File: src/rtl/uart_frame_pkg.sv
// Shared constants, state encoding and checksum helper for the UART command-frame parser.
package uart_frame_pkg;

    localparam logic [7:0]  HDR1      = 8'h55;
    localparam logic [7:0]  HDR2      = 8'hAA;
    localparam int unsigned FRAME_LEN = 6;

    typedef enum logic [2:0] {
        ST_IDLE = 3'd0,
        ST_HDR2 = 3'd1,
        ST_ADDR = 3'd2,
        ST_DATH = 3'd3,
        ST_DATL = 3'd4,
        ST_CHK  = 3'd5
    } state_t;

    // 8-bit wrap-around sum of the three payload bytes
    function automatic logic [7:0] frame_sum(input logic [7:0] a,
                                             input logic [7:0] b,
                                             input logic [7:0] c);
        logic [7:0] s;
        s = a + b;
        s = s + c;
        return s;
    endfunction

endpackage

File: src/rtl/uart_frame_timer.sv
// Inter-byte timeout counter; expired flags the edge on which the count reaches TIMEOUT_CYC.
module uart_frame_timer #(
    parameter int unsigned TIMEOUT_CYC = 500000
) (
    input  logic clk,
    input  logic rst_n,
    input  logic clr,
    input  logic en,
    output logic expired
);

    localparam int unsigned CW = $clog2(TIMEOUT_CYC + 1);

    logic [CW-1:0] r_count;

    always_ff @(posedge clk or negedge rst_n) begin
        if (!rst_n) begin
            r_count <= '0;
        end else if (clr) begin
            r_count <= '0;
        end else if (en && (r_count != CW'(TIMEOUT_CYC))) begin
            r_count <= r_count + CW'(1);
        end
    end

    // clr has priority, so a byte landing on the expiry edge suppresses it
    assign expired = en && !clr && (r_count == CW'(TIMEOUT_CYC - 1));

endmodule

File: src/rtl/uart_frame_parser.sv
// Decodes 55 AA ADDR DH DL CHK command frames from a byte receiver into register writes.
module uart_frame_parser
    import uart_frame_pkg::*;
#(
    parameter int unsigned TIMEOUT_CYC = 500000
) (
    input  logic        clk,
    input  logic        rst_n,
    input  logic [7:0]  rx_data,
    input  logic        rx_done,
    output logic        cmd_valid,
    output logic [7:0]  cmd_addr,
    output logic [15:0] cmd_data,
    output logic        chk_err,
    output logic        tmo_err,
    output logic        busy
);

    state_t      r_state;
    logic [7:0]  r_addr;
    logic [7:0]  r_dath;
    logic [7:0]  r_datl;
    logic        r_cmd_valid;
    logic [7:0]  r_cmd_addr;
    logic [15:0] r_cmd_data;
    logic        r_chk_err;
    logic        r_tmo_err;
    logic        r_busy;

    logic w_clr;
    logic w_en;
    logic w_expired;

    assign w_clr = rx_done || (r_state == ST_IDLE);
    assign w_en  = (r_state != ST_IDLE);

    uart_frame_timer #(
        .TIMEOUT_CYC(TIMEOUT_CYC)
    ) u_timer (
        .clk    (clk),
        .rst_n  (rst_n),
        .clr    (w_clr),
        .en     (w_en),
        .expired(w_expired)
    );

    always_ff @(posedge clk or negedge rst_n) begin
        if (!rst_n) begin
            r_state     <= ST_IDLE;
            r_addr      <= 8'h00;
            r_dath      <= 8'h00;
            r_datl      <= 8'h00;
            r_cmd_valid <= 1'b0;
            r_cmd_addr  <= 8'h00;
            r_cmd_data  <= 16'h0000;
            r_chk_err   <= 1'b0;
            r_tmo_err   <= 1'b0;
            r_busy      <= 1'b0;
        end else begin
            r_cmd_valid <= 1'b0;
            r_chk_err   <= 1'b0;
            r_tmo_err   <= 1'b0;
            if (rx_done) begin
                unique case (r_state)
                    ST_IDLE: begin
                        if (rx_data == HDR1) begin
                            r_state <= ST_HDR2;
                            r_busy  <= 1'b1;
                        end
                    end
                    ST_HDR2: begin
                        // a repeated 0x55 is treated as a fresh first header byte
                        if (rx_data == HDR2) begin
                            r_state <= ST_ADDR;
                        end else if (rx_data != HDR1) begin
                            r_state <= ST_IDLE;
                            r_busy  <= 1'b0;
                        end
                    end
                    ST_ADDR: begin
                        r_addr  <= rx_data;
                        r_state <= ST_DATH;
                    end
                    ST_DATH: begin
                        r_dath  <= rx_data;
                        r_state <= ST_DATL;
                    end
                    ST_DATL: begin
                        r_datl  <= rx_data;
                        r_state <= ST_CHK;
                    end
                    ST_CHK: begin
                        r_state <= ST_IDLE;
                        r_busy  <= 1'b0;
                        if (rx_data == frame_sum(r_addr, r_dath, r_datl)) begin
                            r_cmd_addr  <= r_addr;
                            r_cmd_data  <= {r_dath, r_datl};
                            r_cmd_valid <= 1'b1;
                        end else begin
                            r_chk_err <= 1'b1;
                        end
                    end
                    default: begin
                        r_state <= ST_IDLE;
                        r_busy  <= 1'b0;
                    end
                endcase
            end else if (w_expired) begin
                r_state   <= ST_IDLE;
                r_busy    <= 1'b0;
                r_tmo_err <= 1'b1;
                r_addr    <= 8'h00;
                r_dath    <= 8'h00;
                r_datl    <= 8'h00;
            end
        end
    end

    assign cmd_valid = r_cmd_valid;
    assign cmd_addr  = r_cmd_addr;
    assign cmd_data  = r_cmd_data;
    assign chk_err   = r_chk_err;
    assign tmo_err   = r_tmo_err;
    assign busy      = r_busy;

endmodule
File: config.mk
export PLATFORM = sky130hd
export DESIGN_NAME = uart_frame_parser
export DESIGN_NICKNAME = d
export VERILOG_FILES = /design/src/rtl/uart_frame_pkg.sv /design/src/rtl/uart_frame_timer.sv /design/src/rtl/uart_frame_parser.sv
export SDC_FILE = /design/constraint.sdc
export NUM_CORES = 1
export LEC_CHECK = 0
export BUFFER_PORTS_ARGS = -buffer_cell sky130_fd_sc_hd__buf_2
export CORE_UTILIZATION = 35
export CTS_CLUSTER_SIZE = 40
export DETAILED_ROUTE_END_ITERATION = 7
export PLACE_DENSITY = 0.57
export SYNTH_ARGS = -nofsm -noshare
export SYNTH_HDL_FRONTEND = slang
export SYNTH_SLANG_ARGS = --single-unit
File: constraint.sdc
create_clock -name clk -period 5.4 [get_ports clk]
set_input_delay 0.27 -clock clk [delete_from_list [all_inputs] [get_ports clk]]
set_output_delay 0.27 -clock clk [all_outputs]
set_load 0.005 [all_outputs]
==> summary.md <==
| Metric | Value |
|---|---|
| Outcome | complete, no violations |
| Netlist cell types | 44 |
| Die W | between 100 and 150 um |
| Bufs and invs on worst path | 1 |
| VDD IR max | between 0.09 and 0.1 mV |
| PortBufs | 38 |
| Commonest non-fill, non-tap cell in the layout | dfrtp_1 |
| Worst path cell trace | fa_1, ha_1, fa_1, a21o_1, a21oi_1, xnor2_1, nand3_1, nor4_4, buf_4, mux2_2 |
| Highest Clock Rate | between 200 and 300 MHz |
| CP endpoint kind | register |
| # resized after CTS | 0 |
| Clk slew on worst S/H paths | 0.08 ns |
| Cell count after synthesis | about 310 |
| Final setup fails | 0 |
| # rows | 37 |
| Placed standard-cell area | a little over 4000 um^2 |
| CTS tree | built |
| Final wirelength | slightly above 7 mm |
| Post-route ant nets | 0 |
| Vias | 2349 |
| Sequential share of the synthesized area | 0.490 |
| RSZ-0062 raised after global routing | false |
| Dpl hpwl | 4.87 mm |
| First DRT Iteration DRCs | 123 |
| Die footprint | 11200 um^2 |
| Asr flop ratio synth | 1.00 |
| Root Driver | clkbuf_8 |
| GPL Wtd Cong | approximately 0.79 |
| WL per Instance | 14.6 um |
| Initial antenna violation count | 0 |
| Arrival @ worst endpoint | roughly 3.6 ns |
| Synth Warn # | 0 |
| Mean post-synth cell area | ~12 um^2 |
| Antenna cells | 0 |
| Crit-path max cell delay | between 0.4 and 0.5 ns |
| CP startpoint kind | register |
| #FFs+latches synth | 74 |
| GRT Overall Usage | 0.140 |
| Synth Flop Type | dfrtp_1 |
| Worst Path Max Fanout | 12 |
| Crit path kind | reg -> reg |
| Vias per cell | 4.80 |
| Postcts setup bufs | 0 |
| CP max stage cell | fa_1 |
| H-tree depth | 3 |
| Cell leakage power | 2.09 nW |
| Final worst path period share | 0.625 |
| DRC Markers | 0 |
| Rel. slew slack | 0.384 |
| Drt first pass iters | 4 |
| Syn Nets | roughly 330 |
| Critical path data required time | around 5.6 ns |
| Global-route wire length before repair | about 12 mm |
| Initial Util | 0.363 |
| Hold Crit Class | in -> async |
| Nets | ~380 |
| Post-synth EDFFs | 0 |
| Post-route setup TNS | 0 ns |
| Pwr dens | ~260 nW/um^2 |
| Largest net degree at the start of global routing | 75 |
| Synth top area cells | dfrtp_1 49%, mux2_2 8.9%, mux2_4 7.6% |
| Commonest non-fill, non-tap cells in the layout | 74 x dfrtp_1, 37 x buf_2, 30 x mux2_2 |
| Multi-input gate area | 1840 um^2 |
| Finished Cell Area | between 4000 and 5000 um^2 |
| Clock Tree Buf Depth | 2 |
| CORE AREA | 10400 um^2 |
| Final Hold Viols | 0 |
| Final Skew | roughly 0.0073 ns |
| Top-area cell type share of the netlist area | 0.490 |
| Register area | between 1500 and 2000 um^2 |
| Mapped Area | around 3800 um^2 |
| Die height | between 100 and 150 um |
| Synth area leader | dfrtp_1 |
| Top-Level Pins | 39 |
| Hold-fix buffers, CTS | 0 |
| Vias in the first global route | between 2000 and 2500 |
| Worst hold slack | 0.0422 ns |
| Share of layout cells above drive strength 1 | 0.317 |
| Fill cells | between 1000 and 1500 |
| Placed insts | between 400 and 500 |
| Fin crit period | between 3 and 4 ns |
| Layout area overhead | 13.3% |
| CTS Buf Count | 9 |
| Overall power | 0.00111 W |
| Sink Count | between 70 and 80 |
| Max-Cap Viols | 0 |
| Max Transition Viols Final | 0 |
| GRT overflow | 0 |
| Slew @ Worst Pin | slightly above 0.9 ns |
| Finished Layout Cells | slightly below 500 |
| Top cell family by delay on the critical path | adder cells |
| Worst path most repeated cell | fa_1 |
| Clk_lat worst skew | about 0.35 ns |
## sequential cells by signal, indices dropped and copies added, names as in the netlist
register,flops
u_timer.r_count,19
cmd_data,16
cmd_addr,8
r_addr,8
r_dath,8
r_datl,8
r_state,3
busy,1
chk_err,1
cmd_valid,1
tmo_err,1
## metal layers
metal	GRT usage	part of all wire	vias to the layer above
li1	-	-	1151
met1	0.202	0.52	1153
met2	0.191	0.42	34
met3	0.0247	0.030	11
met4	0.0923	0.024	0
met5	0	0	-
## logic make-up (layout without fill, tap and decap cells)
| family | Yosys count | in the layout | synth area share |
|---|---|---|---|
| xor gates and xnor gates | 33 | 33 | 0.0765 |
| and+or+nand+nor | 93 | 93 | 0.136 |
| adders and majority gates | 16 | 16 | 0.0689 |
| AOI/OAI and AO/OA | 20 | 20 | 0.0378 |
| muxes | 50 | 50 | 0.168 |
| DFF | 74 | 74 | 0.490 |
| buffers and inverters | 19 | 67 | 0.0232 |
## final timing paths
| check | from | end | slack, ns | depth (start not counted) |
|---|---|---|---|---|
| max | r_addr[1] | cmd_data[15] | 2.02 | 10 |
| min in group clk | rx_done | r_state[0] | 0.31 | 3 |
| min reg2reg | cmd_data[2] | cmd_data[2] | 0.51 | 1 |
| max reg2reg | r_addr[1] | cmd_data[15] | 2.02 | 10 |
| max in group asynchronous | rst_n | r_dath[2] | 4.76 | 1 |
| min | rst_n | u_timer.r_count[3] | 0.04 | 1 |
## synth_stat cells, drive strengths merged (3+ instances only)
master / count
a21oi: 6
and2: 9
buf: 3
clkbuf: 5
dfrtp: 74
fa: 8
ha: 8
inv: 11
mux2: 49
nand2: 13
nand3: 9
nand4: 8
nor2: 27
nor3: 6
nor4: 4
nor4b: 3
o21ai: 4
xnor2: 16
xor2: 17
## report_power, final
part / leakage (nW) / switching, W / total (W) / internal (W)
clock: 0.0851 / 0.000211 / 0.000388 / 0.000177
sequential: 1.03 / 0.0000282 / 0.000600 / 0.000572
combinational: 0.971 / 0.0000711 / 0.000123 / 0.0000523
total: 2.09 / 0.000310 / 0.00111 / 0.000801
## through the flow
| step | util | worst slack [ns] |
|---|---|---|
| 2_1_floorplan | - | 2.10 |
| 3_3_place_gp | 0.394 | 2.08 |
| 3_5_place_dp | 0.394 | 2.04 |
| 4_1_cts | 0.411 | 2.00 |
| 5_1_grt | 0.411 | 1.84 |
| 6_report | 0.411 | 2.02 |
## area by class of cell
| class | instances | area share |
|---|---|---|
| repair buffers | 40 | 0.0485 |
| well taps | 136 | 0.0398 |
| inverters | 11 | 0.00965 |
| flip-flops and latches | 74 | 0.433 |
| clock buffers | 11 | 0.0330 |
| multi-input cells | 212 | 0.429 |
| clock inverters | 5 | 0.00702 |
(Power assumes the default switching activity.)
